$ cat config.mk
export PLATFORM = sky130hd
export DESIGN_NAME = des_mode_ctrl_flat
export DESIGN_NICKNAME = d
export VERILOG_FILES = /design/src/rtl/des_mode_pkg.sv /design/src/rtl/des_mode_if.sv /design/src/rtl/des_mode_ctrl_fifo.sv /design/src/rtl/des_mode_ctrl.sv /design/src/flat_wrapper.sv
export SDC_FILE = /design/constraint.sdc
export NUM_CORES = 1
export LEC_CHECK = 0
export ABC_CLOCK_PERIOD_IN_PS = 19100
export CORE_UTILIZATION = 53
export CTS_CLUSTER_DIAMETER = 40
export DETAILED_ROUTE_END_ITERATION = 7
export HOLD_SLACK_MARGIN = 0.12
export PLACE_DENSITY = 0.77
export REMOVE_ABC_BUFFERS = 1
export SYNTH_ARGS = -nofsm -noshare
export SYNTH_HDL_FRONTEND = slang
export SYNTH_SLANG_ARGS = --single-unit
$ cat constraint.sdc
create_clock -name clk -period 19.1 [get_ports clk]
set_input_delay 2.865 -clock clk [delete_from_list [all_inputs] [get_ports clk]]
set_output_delay 2.865 -clock clk [all_outputs]
set_load 0.01 [all_outputs]
$ cat src/rtl/des_mode_pkg.sv
// Shared constants, types and helpers for the DES block-cipher mode sequencer.
package des_mode_pkg;

    localparam int unsigned DES_BLK_W = 64;

    typedef logic [DES_BLK_W-1:0] blk_t;

    localparam logic MODE_ECB = 1'b0;
    localparam logic MODE_CBC = 1'b1;
    localparam logic DIR_ENC  = 1'b0;
    localparam logic DIR_DEC  = 1'b1;

    typedef enum logic [1:0] {
        ST_IDLE  = 2'd0,
        ST_ISSUE = 2'd1,
        ST_WAIT  = 2'd2
    } state_e;

    typedef struct packed {
        logic mode;
        logic dir;
        blk_t key;
    } cfg_t;

    // Conditional chaining XOR used on both the engine input and the result path.
    function automatic blk_t xor_if(input logic en, input blk_t a, input blk_t b);
        return en ? (a ^ b) : a;
    endfunction

endpackage

$ cat src/rtl/des_mode_if.sv
// Configuration, block stream and des_core engine signals of the mode sequencer.
interface des_mode_if;

    logic                 cfg_load;
    logic                 cfg_mode;
    logic                 cfg_dir;
    des_mode_pkg::blk_t   cfg_key;
    des_mode_pkg::blk_t   cfg_iv;
    logic                 cfg_err;

    logic                 in_valid;
    des_mode_pkg::blk_t   in_data;
    logic                 in_ready;

    logic                 out_valid;
    des_mode_pkg::blk_t   out_data;
    logic                 out_ready;

    logic                 eng_encipher_en;
    logic                 eng_decipher_en;
    des_mode_pkg::blk_t   eng_data;
    des_mode_pkg::blk_t   eng_key;
    des_mode_pkg::blk_t   eng_result;
    logic                 eng_ready;

    // Sequencer side
    modport slave (
        input  cfg_load, cfg_mode, cfg_dir, cfg_key, cfg_iv,
        output cfg_err,
        input  in_valid, in_data,
        output in_ready,
        output out_valid, out_data,
        input  out_ready,
        output eng_encipher_en, eng_decipher_en, eng_data, eng_key,
        input  eng_result, eng_ready
    );

    // Host, sink and engine side
    modport master (
        output cfg_load, cfg_mode, cfg_dir, cfg_key, cfg_iv,
        input  cfg_err,
        output in_valid, in_data,
        input  in_ready,
        input  out_valid, out_data,
        output out_ready,
        input  eng_encipher_en, eng_decipher_en, eng_data, eng_key,
        output eng_result, eng_ready
    );

endinterface

$ cat src/rtl/des_mode_ctrl_fifo.sv
// Synchronous block FIFO; pointers carry an extra wrap bit to tell full from empty.
module des_blk_fifo
    import des_mode_pkg::*;
#(
    parameter int unsigned DEPTH = 4
) (
    input  logic clk,
    input  logic rst,
    input  logic push_i,
    input  blk_t data_i,
    input  logic pop_i,
    output logic full_c,
    output logic empty_c,
    output blk_t head_c
);

    localparam int unsigned AW = (DEPTH > 1) ? $clog2(DEPTH) : 1;
    localparam int unsigned PW = AW + 1;

    logic [PW-1:0] wr_ptr_q, wr_ptr_d;
    logic [PW-1:0] rd_ptr_q, rd_ptr_d;
    blk_t          mem_q [DEPTH];
    logic          do_push;
    logic          do_pop;

    assign full_c  = (wr_ptr_q[AW] != rd_ptr_q[AW]) &&
                     (wr_ptr_q[AW-1:0] == rd_ptr_q[AW-1:0]);
    assign empty_c = (wr_ptr_q == rd_ptr_q);
    assign head_c  = mem_q[rd_ptr_q[AW-1:0]];

    // Full blocks a push even when a pop happens in the same cycle.
    assign do_push = push_i && !full_c;
    assign do_pop  = pop_i && !empty_c;

    always_comb begin
        wr_ptr_d = wr_ptr_q;
        rd_ptr_d = rd_ptr_q;
        if (do_push) begin
            wr_ptr_d = wr_ptr_q + PW'(1);
        end
        if (do_pop) begin
            rd_ptr_d = rd_ptr_q + PW'(1);
        end
    end

    always_ff @(posedge clk or posedge rst) begin
        if (rst) begin
            wr_ptr_q <= '0;
            rd_ptr_q <= '0;
        end else begin
            wr_ptr_q <= wr_ptr_d;
            rd_ptr_q <= rd_ptr_d;
        end
    end

    always_ff @(posedge clk) begin
        if (do_push) begin
            mem_q[wr_ptr_q[AW-1:0]] <= data_i;
        end
    end

endmodule

$ cat src/rtl/des_mode_ctrl.sv
// ECB/CBC mode sequencer feeding one block at a time into an external des_core.
module des_mode_ctrl
    import des_mode_pkg::*;
#(
    parameter int unsigned FIFO_DEPTH = 4,
    parameter int unsigned CNT_W      = 16
) (
    input  logic             clk,
    input  logic             rst,
    des_mode_if.slave        bus,
    output logic             busy,
    output logic [CNT_W-1:0] blk_cnt
);

    state_e           state_q, state_d;
    cfg_t             cfg_q, cfg_d;
    blk_t             chain_q, chain_d;
    blk_t             hold_q, hold_d;
    blk_t             eng_data_q, eng_data_d;
    blk_t             eng_key_q, eng_key_d;
    logic             enc_en_q, enc_en_d;
    logic             dec_en_q, dec_en_d;
    logic             out_valid_q, out_valid_d;
    blk_t             out_data_q, out_data_d;
    logic             cfg_err_q, cfg_err_d;
    logic [CNT_W-1:0] cnt_q, cnt_d;
    logic             rdy_q;

    logic             fifo_full;
    logic             fifo_empty;
    blk_t             fifo_head;
    logic             fifo_pop;
    logic             busy_c;
    logic             cbc_enc;
    logic             cbc_dec;
    logic             eng_done;

    des_blk_fifo #(
        .DEPTH (FIFO_DEPTH)
    ) u_fifo (
        .clk     (clk),
        .rst     (rst),
        .push_i  (bus.in_valid),
        .data_i  (bus.in_data),
        .pop_i   (fifo_pop),
        .full_c  (fifo_full),
        .empty_c (fifo_empty),
        .head_c  (fifo_head)
    );

    assign busy_c  = (state_q != ST_IDLE) || !fifo_empty || out_valid_q;
    assign cbc_enc = (cfg_q.mode == MODE_CBC) && (cfg_q.dir == DIR_ENC);
    assign cbc_dec = (cfg_q.mode == MODE_CBC) && (cfg_q.dir == DIR_DEC);

    // Rising edge of engine ready, never credited while the start pulse is still up.
    assign eng_done = bus.eng_ready && !rdy_q && !enc_en_q && !dec_en_q;

    always_comb begin
        state_d     = state_q;
        cfg_d       = cfg_q;
        chain_d     = chain_q;
        hold_d      = hold_q;
        eng_data_d  = eng_data_q;
        eng_key_d   = eng_key_q;
        enc_en_d    = 1'b0;
        dec_en_d    = 1'b0;
        out_valid_d = out_valid_q;
        out_data_d  = out_data_q;
        cfg_err_d   = 1'b0;
        cnt_d       = cnt_q;
        fifo_pop    = 1'b0;

        if (out_valid_q && bus.out_ready) begin
            out_valid_d = 1'b0;
        end

        // Reconfiguration only between streams; otherwise flag and drop it.
        if (bus.cfg_load) begin
            if (busy_c) begin
                cfg_err_d = 1'b1;
            end else begin
                cfg_d.mode = bus.cfg_mode;
                cfg_d.dir  = bus.cfg_dir;
                cfg_d.key  = bus.cfg_key;
                chain_d    = bus.cfg_iv;
                cnt_d      = '0;
            end
        end

        case (state_q)
            ST_IDLE: begin
                if (!fifo_empty && !out_valid_q) begin
                    state_d = ST_ISSUE;
                end
            end

            ST_ISSUE: begin
                fifo_pop   = 1'b1;
                eng_data_d = xor_if(cbc_enc, fifo_head, chain_q);
                eng_key_d  = cfg_q.key;
                enc_en_d   = (cfg_q.dir == DIR_ENC);
                dec_en_d   = (cfg_q.dir == DIR_DEC);
                hold_d     = fifo_head;
                state_d    = ST_WAIT;
            end

            ST_WAIT: begin
                if (eng_done) begin
                    out_data_d  = xor_if(cbc_dec, bus.eng_result, chain_q);
                    out_valid_d = 1'b1;
                    // Encipher chains on ciphertext out, decipher on ciphertext in.
                    if (cfg_q.mode == MODE_CBC) begin
                        chain_d = (cfg_q.dir == DIR_ENC) ? bus.eng_result : hold_q;
                    end
                    cnt_d   = cnt_q + CNT_W'(1);
                    state_d = ST_IDLE;
                end
            end

            default: begin
                state_d = ST_IDLE;
            end
        endcase
    end

    always_ff @(posedge clk or posedge rst) begin
        if (rst) begin
            state_q     <= ST_IDLE;
            cfg_q       <= '0;
            chain_q     <= '0;
            hold_q      <= '0;
            eng_data_q  <= '0;
            eng_key_q   <= '0;
            enc_en_q    <= 1'b0;
            dec_en_q    <= 1'b0;
            out_valid_q <= 1'b0;
            out_data_q  <= '0;
            cfg_err_q   <= 1'b0;
            cnt_q       <= '0;
            rdy_q       <= 1'b0;
        end else begin
            state_q     <= state_d;
            cfg_q       <= cfg_d;
            chain_q     <= chain_d;
            hold_q      <= hold_d;
            eng_data_q  <= eng_data_d;
            eng_key_q   <= eng_key_d;
            enc_en_q    <= enc_en_d;
            dec_en_q    <= dec_en_d;
            out_valid_q <= out_valid_d;
            out_data_q  <= out_data_d;
            cfg_err_q   <= cfg_err_d;
            cnt_q       <= cnt_d;
            rdy_q       <= bus.eng_ready;
        end
    end

    assign bus.in_ready        = !fifo_full;
    assign bus.out_valid       = out_valid_q;
    assign bus.out_data        = out_data_q;
    assign bus.cfg_err         = cfg_err_q;
    assign bus.eng_encipher_en = enc_en_q;
    assign bus.eng_decipher_en = dec_en_q;
    assign bus.eng_data        = eng_data_q;
    assign bus.eng_key         = eng_key_q;
    assign busy                = busy_c;
    assign blk_cnt             = cnt_q;

endmodule
$ cat src/flat_wrapper.sv
// flat-port wrapper written by rule: the top's interface ports become plain ports
module des_mode_ctrl_flat import des_mode_pkg::*;
#(
    parameter int unsigned FIFO_DEPTH = 4,
    parameter int unsigned CNT_W      = 16
)
  (clk, rst, busy, blk_cnt, bus_cfg_load, bus_cfg_mode, bus_cfg_dir, bus_cfg_key, bus_cfg_iv, bus_cfg_err, bus_in_valid, bus_in_data, bus_in_ready, bus_out_valid, bus_out_data, bus_out_ready, bus_eng_encipher_en, bus_eng_decipher_en, bus_eng_data, bus_eng_key, bus_eng_result, bus_eng_ready);
  des_mode_if bus_i ();
  input  logic clk;
  input  logic rst;
  output logic busy;
  output logic [CNT_W-1:0] blk_cnt;
  input wire logic [$bits(bus_i.cfg_load)-1:0] bus_cfg_load;
  input wire logic [$bits(bus_i.cfg_mode)-1:0] bus_cfg_mode;
  input wire logic [$bits(bus_i.cfg_dir)-1:0] bus_cfg_dir;
  input wire logic [$bits(bus_i.cfg_key)-1:0] bus_cfg_key;
  input wire logic [$bits(bus_i.cfg_iv)-1:0] bus_cfg_iv;
  output wire logic [$bits(bus_i.cfg_err)-1:0] bus_cfg_err;
  input wire logic [$bits(bus_i.in_valid)-1:0] bus_in_valid;
  input wire logic [$bits(bus_i.in_data)-1:0] bus_in_data;
  output wire logic [$bits(bus_i.in_ready)-1:0] bus_in_ready;
  output wire logic [$bits(bus_i.out_valid)-1:0] bus_out_valid;
  output wire logic [$bits(bus_i.out_data)-1:0] bus_out_data;
  input wire logic [$bits(bus_i.out_ready)-1:0] bus_out_ready;
  output wire logic [$bits(bus_i.eng_encipher_en)-1:0] bus_eng_encipher_en;
  output wire logic [$bits(bus_i.eng_decipher_en)-1:0] bus_eng_decipher_en;
  output wire logic [$bits(bus_i.eng_data)-1:0] bus_eng_data;
  output wire logic [$bits(bus_i.eng_key)-1:0] bus_eng_key;
  input wire logic [$bits(bus_i.eng_result)-1:0] bus_eng_result;
  input wire logic [$bits(bus_i.eng_ready)-1:0] bus_eng_ready;
  assign bus_i.cfg_load = bus_cfg_load;
  assign bus_i.cfg_mode = bus_cfg_mode;
  assign bus_i.cfg_dir = bus_cfg_dir;
  assign bus_i.cfg_key = bus_cfg_key;
  assign bus_i.cfg_iv = bus_cfg_iv;
  assign bus_cfg_err = bus_i.cfg_err;
  assign bus_i.in_valid = bus_in_valid;
  assign bus_i.in_data = bus_in_data;
  assign bus_in_ready = bus_i.in_ready;
  assign bus_out_valid = bus_i.out_valid;
  assign bus_out_data = bus_i.out_data;
  assign bus_i.out_ready = bus_out_ready;
  assign bus_eng_encipher_en = bus_i.eng_encipher_en;
  assign bus_eng_decipher_en = bus_i.eng_decipher_en;
  assign bus_eng_data = bus_i.eng_data;
  assign bus_eng_key = bus_i.eng_key;
  assign bus_i.eng_result = bus_eng_result;
  assign bus_i.eng_ready = bus_eng_ready;
  des_mode_ctrl #(.FIFO_DEPTH(FIFO_DEPTH), .CNT_W(CNT_W)) u_core (.clk(clk), .rst(rst), .bus(bus_i), .busy(busy), .blk_cnt(blk_cnt));
endmodule
==> flow_summary.yaml, run 1 <==
worst_hold_path:
  hold_path.class: "reg2reg"
final_layout:
  multi_input_area_um2: 8860
  synthToLayoutAreaGrowth_pct: 29.6
  seqCellArea_um2: 18100
  layout_common_cells: "nand2_1, clkdlybuf4s50_1, dfrtp_1, edfxtp_1, xor2_1"
  drive_above_1_share_pct: 8.51
  fillerInstances: 3580
  nNetsFinal: 3056
  final_common_cell: "nand2_1"
synthesis:
  synthCells: 2347
  synth_edf_count: 256
  synth.avg_cell_area_um2: 11.7
  netlist_area_um2: 27500
  synthFlopType: "dfrtp_1"
  synth_seq_area_share_pct: 65.6
  ys_warn_count: 0
  synth.distinct_cells: 36
  ys_seq_elements: 671
  async_flop_share_pct: 61.8
worst_setup_path:
  worst-path-max-fanout: 82
  start_kind: "input pin"
  cpLargestDelayFamily: "simple AND/OR/NAND/NOR gates"
  r2r_slack_ns: 15.40
  cp_cell_sequence: "clkdlybuf4s50_1 -> nor4b_1 -> nand3_4 -> buf_4 -> nand3_1 -> o211ai_1"
  end_kind: "flop"
  worst-setup-path-type: "in2reg"
  path_buf_inv: 2
  slowest_delay_ns: 1.00
  critPathArrivalTime_ns: 6.47
  cp.required_ns: 19.55
  worst_path_max_delay_cell: "nor4b_1"
pwr:
  leakage_uw: 0.0148
  ir_drop_uv: 111
  power.density_nw_per_um2: 164
sta:
  rsz0062_at_grt: "no"
  period_needed_ns: 6.01
  finalSetupTns_ns: 0
  tightest_slew_ns: 1.24
  final-hold-violation-count: 0
  fin_worst_skew_ns: 0.0236
  finalCritPeriodShare_pct: 31.5
  slew_viol_final: 0
  worst_slack_ns: 13.09
  slew_headroom_pct: 16.0
  max_freq_mhz: 166
  setup_viol: 0
  timing.hold.ws_ns: 0.448
route:
  vias_per_cell: 5.56
  vias: 19736
  route.detailed.drc: 0
  first_pass_iters: 5
  wl_per_cell_um: 20.5
  drtIter0Drc: 1672
  ant_nets: 0
  wl_um: 72600
grt:
  grt_util_all_layers_pct: 27.9
  antenna_found_initial: 16
  grt_max_degree: 164
  grt-ovfl-total: 0
  grt_pass1_vias: 20451
  grt_pass1_wl_um: 114000
cts:
  h-tree-depth: 3
  cts_hold_buf: 0
  cts.sinks: 671
  cts_setup_buffers: 0
  path_clk_slew_ns: 0.06
  cts.path.max_buffers: 3
  clock-root-buffer: "clkbuf_16"
  cts_tree: "done"
  clock_latency_ns: 0.62
  post_cts_resized: 0
  cts_buffers: 86
floorplan:
  fp-row-count: 83
  start_util_pct: 53.7
  die_x_um: 230
  die-height_um: 230
  ios: 478
  dieArea_um2: 52900
  core-area_um2: 51300
place:
  place.port_buffers: 477
  dp_slack_ns: 12.51
  place.gp.congestion: 0.849
  dp_hpwl_um: 45000
outcome:
  status: "completed"
job:
  drv_cap: 0
==> cell type report <==
type / instances / share of cell area [%]
flip-flops and latches: 671 / 50.7
multi-input cells: 1525 / 24.8
repair buffers: 494 / 13.8
clock buffers: 106 / 6.53
well taps: 680 / 2.38
clock inverters: 53 / 1.65
inverters: 8 / 0.105
diodes: 10 / 0.0701
==> state kept, by name, indices dropped and copies added, names as in the netlist, 16 cells and up <==
| name | count |
|---|---|
| u_core.hold_q | 64 |
| u_core.bus.out_data | 64 |
| u_core.cfg_q | 66 |
| u_core.bus.eng_data | 64 |
| u_core.bus.eng_key | 64 |
| u_core.blk_cnt | 16 |
| u_core.u_fifo.mem_q | 256 |
| u_core.chain_q | 64 |
==> cells by family after synthesis <==
| group | Yosys count | share of synthesized area (%) |
|---|---|---|
| buf+inv | 151 | 2.38 |
| mux | 133 | 7.75 |
| xor+xnor | 145 | 4.61 |
| flops | 671 | 65.6 |
| compound gates | 203 | 4.30 |
| fa+ha+maj | 6 | 0.273 |
| simple gates | 1038 | 15.0 |
==> worst register-to-register path, cell delays in order (launching register included) <==
cell      delay [ns]
dfrtp_1         0.40
nor4b_1         1.04
nand3_4         0.97
buf_4           0.72
nand3_1         0.28
o211ai_1        0.12
==> path summary, 6_finish.rpt <==
path,from,to,cells past startpoint
worst max-delay path,bus_eng_ready,u_core.chain_q[14]$_DFF_PP0_,6
worst min-delay path,u_core.cfg_q[4]$_DFFE_PP0P_,u_core.bus.eng_key[4]$_DFFE_PP0P_,2
worst max register to register,u_core.bus.eng_encipher_en$_DFF_PP0_,u_core.chain_q[14]$_DFF_PP0_,5
worst min register to register,u_core.cfg_q[4]$_DFFE_PP0P_,u_core.bus.eng_key[4]$_DFFE_PP0P_,2
max in group asynchronous,rst,u_core.hold_q[0]$_DFFE_PP0P_,3
min in group asynchronous,rst,u_core.bus.eng_key[38]$_DFFE_PP0P_,2
==> cells in the mapped netlist, drive strengths merged, types with 2 or more instances <==
cell,number,area [um^2]
nand2,884,3320
a21oi,2,10.0
nor2,13,48.8
clkbuf,69,259
xor2,135,1180
mux4,64,1440
nand3,107,536
a21o,2,15.0
mux2i,68,681
buf,74,367
inv,8,30.0
xnor2,10,87.6
and4,2,17.5
edfxtp,256,7690
and2,7,43.8
nor3,6,41.3
dfrtp,415,10400
nand2b,2,12.5
nand4,4,25.0
o21ai,134,671
nor2b,4,25.0
ha,6,75.1
o211ai,64,480
nor4b,2,17.5
nor4,3,18.8
==> report_power, final <==
part           internal (uW)  total [uW]  switching (uW)
combinational            851        1860            1010
sequential              2020        2360             337
clock                    989        1630             637
==> layer usage <==
layer  share of wire (%)  up-vias  routed length, um  track usage (%)
met1                  40     9772              29300             36.5
li1                    -     8885                  -                -
met4                 2.9       14               2090             10.6
met2                  48      901              35000             45.0
met3                 8.5      164               6190             6.98
met5                0.13        -                 98                0
==> through the flow <==
step	area [um^2]	power [uW]	util [%]	instances
after floorplan	26900	3420	-	2204
after global placement	32700	4150	63.8	3378
after detailed placement	32700	4230	63.8	3378
after CTS	35700	5880	69.5	3537
after global routing	35700	6160	69.6	3543
final	35700	5850	69.6	3547
No activity file was read; power rests on OpenSTA's default activity.
==> run 2, diff against run 1 <==
Settings changed: ABC_CLOCK_PERIOD_IN_PS 19100 to 5100, CORE_UTILIZATION 53 to 48, PLACE_DENSITY 0.77 to 0.73.
Clock period 19.1 ns to 5.1 ns, I/O delays scaled along.
==> run 2 against run 1 <==
Non-clock buffer count up 7. Critical path depth fell by 2. Sequential cell count stayed put. Routed wire length is 0.90% lower. Sequential share of layout area is 0.52 points lower. Clock-buffer cell count down 2. Critical path type is now reg2out. Critical endpoint is now busy.
==> flow_summary.yaml, run 2 (same netlist as run 1, synthesis figures left out) <==
cts:
  post_cts_resized: 0
  path_clk_slew_ns: 0.06
  clock_latency_ns: 0.62
  cts.path.max_buffers: 3
  cts_setup_buffers: 0
  h-tree-depth: 3
  clock-root-buffer: "clkbuf_16"
  cts_hold_buf: 0
  cts_tree: "done"
  cts.sinks: 671
  cts_buffers: 88
floorplan:
  die-height_um: 241
  fp-row-count: 87
  core-area_um2: 56500
  start_util_pct: 48.7
  die_x_um: 241
  dieArea_um2: 58300
  ios: 478
place:
  dp.cells: 3461
  place.port_buffers: 477
  place.gp.congestion: 0.835
  place_area_um2: 33000
  dp_hpwl_um: 45400
final_layout:
  multi_input_area_um2: 8860
  drive_above_1_share_pct: 9.02
  final_common_cell: "nand2_1"
  largest_register_ffs: 256
  post-route-util_pct: 63.8
  synthToLayoutAreaGrowth_pct: 31.0
  nNetsFinal: 3065
  fillerInstances: 4233
  stdcell_count: 3632
  final_area_um2: 36100
  seqCellArea_um2: 18100
  layout_common_cells: "nand2_1, clkdlybuf4s50_1, dfrtp_1, edfxtp_1, xor2_1"
sta:
  timing.hold.ws_ns: 0.461
  tightest_slew_ns: 1.15
  slew_headroom_pct: 23.3
  period_needed_ns: 3.50
  max_freq_mhz: 286
  rsz0062_at_grt: "no"
  setup_viol: 0
  finalCritPeriodShare_pct: 68.7
  finalSetupTns_ns: 0
  fin_worst_skew_ns: 0.0184
  slew_viol_final: 0
  final-hold-violation-count: 0
outcome:
  status: "completed"
route:
  wl_per_cell_um: 19.8
  wl_um: 72000
  vias_per_cell: 5.36
  vias: 19463
  ant_nets: 0
  first_pass_iters: 5
  route.detailed.drc: 0
  drtIter0Drc: 1223
job:
  drv_cap: 0
grt:
  grt_pass1_wl_um: 110000
  antenna_found_initial: 10
  grt_pass1_vias: 19844
  grt-ovfl-total: 0
  grt_max_degree: 154
  grt_util_all_layers_pct: 24.7
worst_setup_path:
  ff2ff_path_depth: 5
  worst-path-max-fanout: 23
  r2r_start: "u_core.cfg_q[64]$_DFFE_PP0P_"
  cp-endpoint: "busy"
  r2r_slack_ns: 2.24
  reg2reg_to: "u_core.bus.eng_data[60]$_DFFE_PP0P_"
  cp.required_ns: 4.34
  start_kind: "flop"
  worst-setup-path-type: "reg2out"
  end_kind: "output pin"
  critPathArrivalTime_ns: 2.74
  crit_start: "u_core.u_fifo.rd_ptr_q[0]$_DFFE_PP0P_"
pwr:
  swShare_pct: 33.9
  intPower_uw: 14600
  power.switching_uw: 7500
  seq_power_share_pct: 39.7
  p_clk_share_pct: 28.6
  ir_drop_uv: 325
  pwr-share-comb_pct: 31.7
  leakage_uw: 0.0149
  power.density_nw_per_um2: 614
worst_hold_path:
  hold_path.class: "reg2reg"
-- run 2: cell types whose count changed in the layout (fill, tap and decap cells not counted), sizes merged --
cell,change
diode,-5
clkinv,+6
clkbuf,-2
inv,+3
buf,+7
-- run 2: metal layers --
layer | GRT usage, % | vias to the layer above | routed length (um)
li1 | - | 8893 | -
met4 | 8.57 | 12 | 1580
met3 | 6.26 | 130 | 6110
met2 | 40.0 | 719 | 34900
met5 | 0 | - | 81
met1 | 32.6 | 9709 | 29400
-- run 2: layout make-up --
cell class | count | share of cell area (%)
Sequential cell | 671 | 50.1
Multi-Input combinational cell | 1525 | 24.6
Timing Repair Buffer | 501 | 14.0
Clock buffer | 104 | 6.60
Tap cell | 756 | 2.62
Clock inverter | 62 | 1.94
Inverter | 8 | 0.104
Antenna cell | 5 | 0.0347
-- run 2: power by group through the flow --
stage | combinational [uW] | clock, uW | sequential, uW
after detailed placement | 7050 | 0 | 8840
final | 7020 | 6320 | 8780
after global placement | 6850 | 0 | 8750
after floorplan | 3780 | 0 | 9020
after CTS | 7120 | 6420 | 8770
after global routing | 7750 | 6640 | 8970
-- run 2: worst max-delay path: stages, from the launching register on --
cell and delay (ns):
dfrtp_4 0.67, xor2_1 0.25, nor3_1 0.46, nand2_1 0.20
clkdlybuf4s50_1 0.53
-- run 2: stage by stage --
stage / setup WS, ns / power, uW
2_1_floorplan: -7.21 / 12800
3_3_place_gp: 1.79 / 15600
3_5_place_dp: 1.68 / 15900
4_1_cts: 1.53 / 22300
5_1_grt: 1.41 / 23400
6_report: 1.60 / 22100
-- run 2: how the worst min path moves through the flow --
stage / start / to / slack [ns] / cells past startpoint
3_3_place_gp: u_core.cfg_q[4]$_DFFE_PP0P_ / u_core.bus.eng_key[4]$_DFFE_PP0P_ / 0.45 / 2
6_report: u_core.cfg_q[24]$_DFFE_PP0P_ / u_core.bus.eng_key[24]$_DFFE_PP0P_ / 0.46 / 2
5_1_grt: u_core.cfg_q[60]$_DFFE_PP0P_ / u_core.bus.eng_key[60]$_DFFE_PP0P_ / 0.49 / 2
3_5_place_dp: u_core.cfg_q[47]$_DFFE_PP0P_ / u_core.bus.eng_key[47]$_DFFE_PP0P_ / 0.45 / 2
4_1_cts: u_core.cfg_q[18]$_DFFE_PP0P_ / u_core.bus.eng_key[18]$_DFFE_PP0P_ / 0.47 / 2
2_1_floorplan: u_core.cfg_q[0]$_DFFE_PP0P_ / u_core.bus.eng_key[0]$_DFFE_PP0P_ / 0.44 / 2
==> run 3, diff against run 2 <==
Settings changed: ABC_CLOCK_PERIOD_IN_PS 5100 to 3600, CORE_UTILIZATION 48 to 53, PLACE_DENSITY 0.73 to 0.77.
Clock period 5.1 ns to 3.6 ns, I/O delays scaled along.
==> run 3 against run 2 <==
First-iteration DRC count rose by 22%. Largest power group unchanged. Die area shrank 9.4%. Clock skew increased by 0.0022 ns. Highest routed layer unchanged. Utilization up 6.9 points. Sequential cell count stayed put. Clock power increased by 46%. Routed wire length rose by 3.8%. Sequential power up 40%. Critical endpoint unchanged.
==> flow_summary.yaml, run 3 (same netlist as run 1, synthesis figures left out) <==
worst_setup_path:
  cp.required_ns: 3.06
  ff2ff_path_depth: 4
  r2r_start: "u_core.u_fifo.rd_ptr_q[1]$_DFFE_PP0P_"
  end_kind: "output pin"
  critPathArrivalTime_ns: 2.79
  r2r_slack_ns: 1.05
  worst-setup-path-type: "reg2out"
  start_kind: "flop"
  reg2reg_to: "u_core.u_fifo.mem_q[3][27]$_DFFE_PP_"
  worst-path-max-fanout: 28
sta:
  rsz0062_at_grt: "no"
  timing.hold.ws_ns: 0.426
  finalCritPeriodShare_pct: 92.5
  setup_viol: 0
  slew_viol_final: 0
  worst_slack_ns: 0.270
  final-hold-violation-count: 0
  max_freq_mhz: 300
  tightest_slew_ns: 1.03
  slew_headroom_pct: 31.4
  fin_worst_skew_ns: 0.0206
  period_needed_ns: 3.33
floorplan:
  core-area_um2: 51300
  dieArea_um2: 52900
  ios: 478
  die-height_um: 230
  start_util_pct: 53.7
  fp-row-count: 83
  die_x_um: 230
place:
  place_area_um2: 33100
  dp_slack_ns: 0.894
  dp_hpwl_um: 46800
  dp.cells: 3397
  place.port_buffers: 477
  place.gp.congestion: 0.871
pwr:
  leakage_uw: 0.0151
  power.density_nw_per_um2: 879
  ir_drop_uv: 646
cts:
  clock_latency_ns: 0.63
  cts_hold_buf: 0
  cts.sinks: 671
  cts_setup_buffers: 0
  post_cts_resized: 0
  h-tree-depth: 3
  cts_buffers: 94
  cts.path.max_buffers: 3
  path_clk_slew_ns: 0.05
  cts_tree: "done"
  clock-root-buffer: "clkbuf_16"
final_layout:
  final_common_cell: "nand2_1"
  drive_above_1_share_pct: 9.78
  synthToLayoutAreaGrowth_pct: 31.9
  nNetsFinal: 3083
  post-route-util_pct: 70.8
  final_area_um2: 36300
  layout_common_cells: "nand2_1, clkdlybuf4s50_1, dfrtp_1, edfxtp_1, xor2_1"
  stdcell_count: 3577
  largest_register_ffs: 256
grt:
  grt_pass1_wl_um: 117000
  grt_max_degree: 101
  antenna_found_initial: 11
  grt-ovfl-total: 0
  grt_pass1_vias: 20727
  grt_util_all_layers_pct: 28.7
route:
  wl_per_cell_um: 20.9
  vias_per_cell: 5.56
  drtIter0Drc: 1494
  first_pass_iters: 5
  vias: 19896
  route.detailed.drc: 0
  wl_um: 74700
  ant_nets: 0
outcome:
  status: "completed"
worst_hold_path:
  holdPathEnd: "u_core.rdy_q$_DFF_PP0_"
  holdPathStages: 1
  worstHoldStart: "bus_eng_ready"
  hold_path.class: "in2reg"
job:
  drv_cap: 0
run 3: cell count changes in the layout (fill, tap and decap cells not counted), sizes merged:
cell      change
clkinv        +2
diode         -1
buf          +12
clkinvlp      -4
bufinv        -3
inv           +3
clkbuf       +12
run 3: how the worst max path moves through the flow:
stage	from	endpoint	cells past startpoint
2_1_floorplan	rst	u_core.blk_cnt[0]$_DFF_PP0_	1
3_3_place_gp	u_core.u_fifo.rd_ptr_q[1]$_DFFE_PP0P_	busy	4
3_5_place_dp	u_core.u_fifo.rd_ptr_q[1]$_DFFE_PP0P_	busy	4
4_1_cts	u_core.u_fifo.rd_ptr_q[1]$_DFFE_PP0P_	busy	4
5_1_grt	u_core.u_fifo.rd_ptr_q[1]$_DFFE_PP0P_	busy	4
6_report	u_core.u_fifo.rd_ptr_q[1]$_DFFE_PP0P_	busy	4
run 3: area by class of cell:
| class | count | area (um^2) |
|---|---|---|
| Inverter | 8 | 37.5 |
| Clock buffer | 116 | 2600 |
| Clock inverter | 60 | 593 |
| Timing Repair Buffer | 513 | 5270 |
| Fill cell | 3492 | 15000 |
| Antenna cell | 4 | 10.0 |
| Tap cell | 680 | 851 |
| Multi-Input combinational cell | 1525 | 8860 |
| Sequential cell | 671 | 18100 |
run 3: power breakdown:
part | total [uW] | leakage (uW) | switching (uW) | internal (uW)
clock | 9200 | 0.00156 | 3600 | 5600
sequential | 12300 | 0.00761 | 1620 | 10700
combinational | 10400 | 0.00594 | 5680 | 4680
run 3: metal layers:
| metal | global-route usage (%) | vias to the layer above | part of all wire [%] |
|---|---|---|---|
| li1 | - | 8917 | - |
| met1 | 37.7 | 9955 | 40 |
| met2 | 47.2 | 850 | 49 |
| met3 | 6.91 | 164 | 7.9 |
| met4 | 9.23 | 10 | 2.6 |
| met5 | 0 | - | 0.079 |
run 3: per-stage QoR:
step	power (uW)	TNS [ns]
floorplan	18100	-4690.89
global placement	22200	0
detailed placement	22700	0
CTS	32100	0
global route	33600	0
finish	31900	0
run 3: worst max-delay path: stages (launching register included):
cell             delay, ns
dfrtp_4               0.67
xor2_1                0.25
nor3_1                0.49
nand2_1               0.21
clkdlybuf4s50_1       0.54
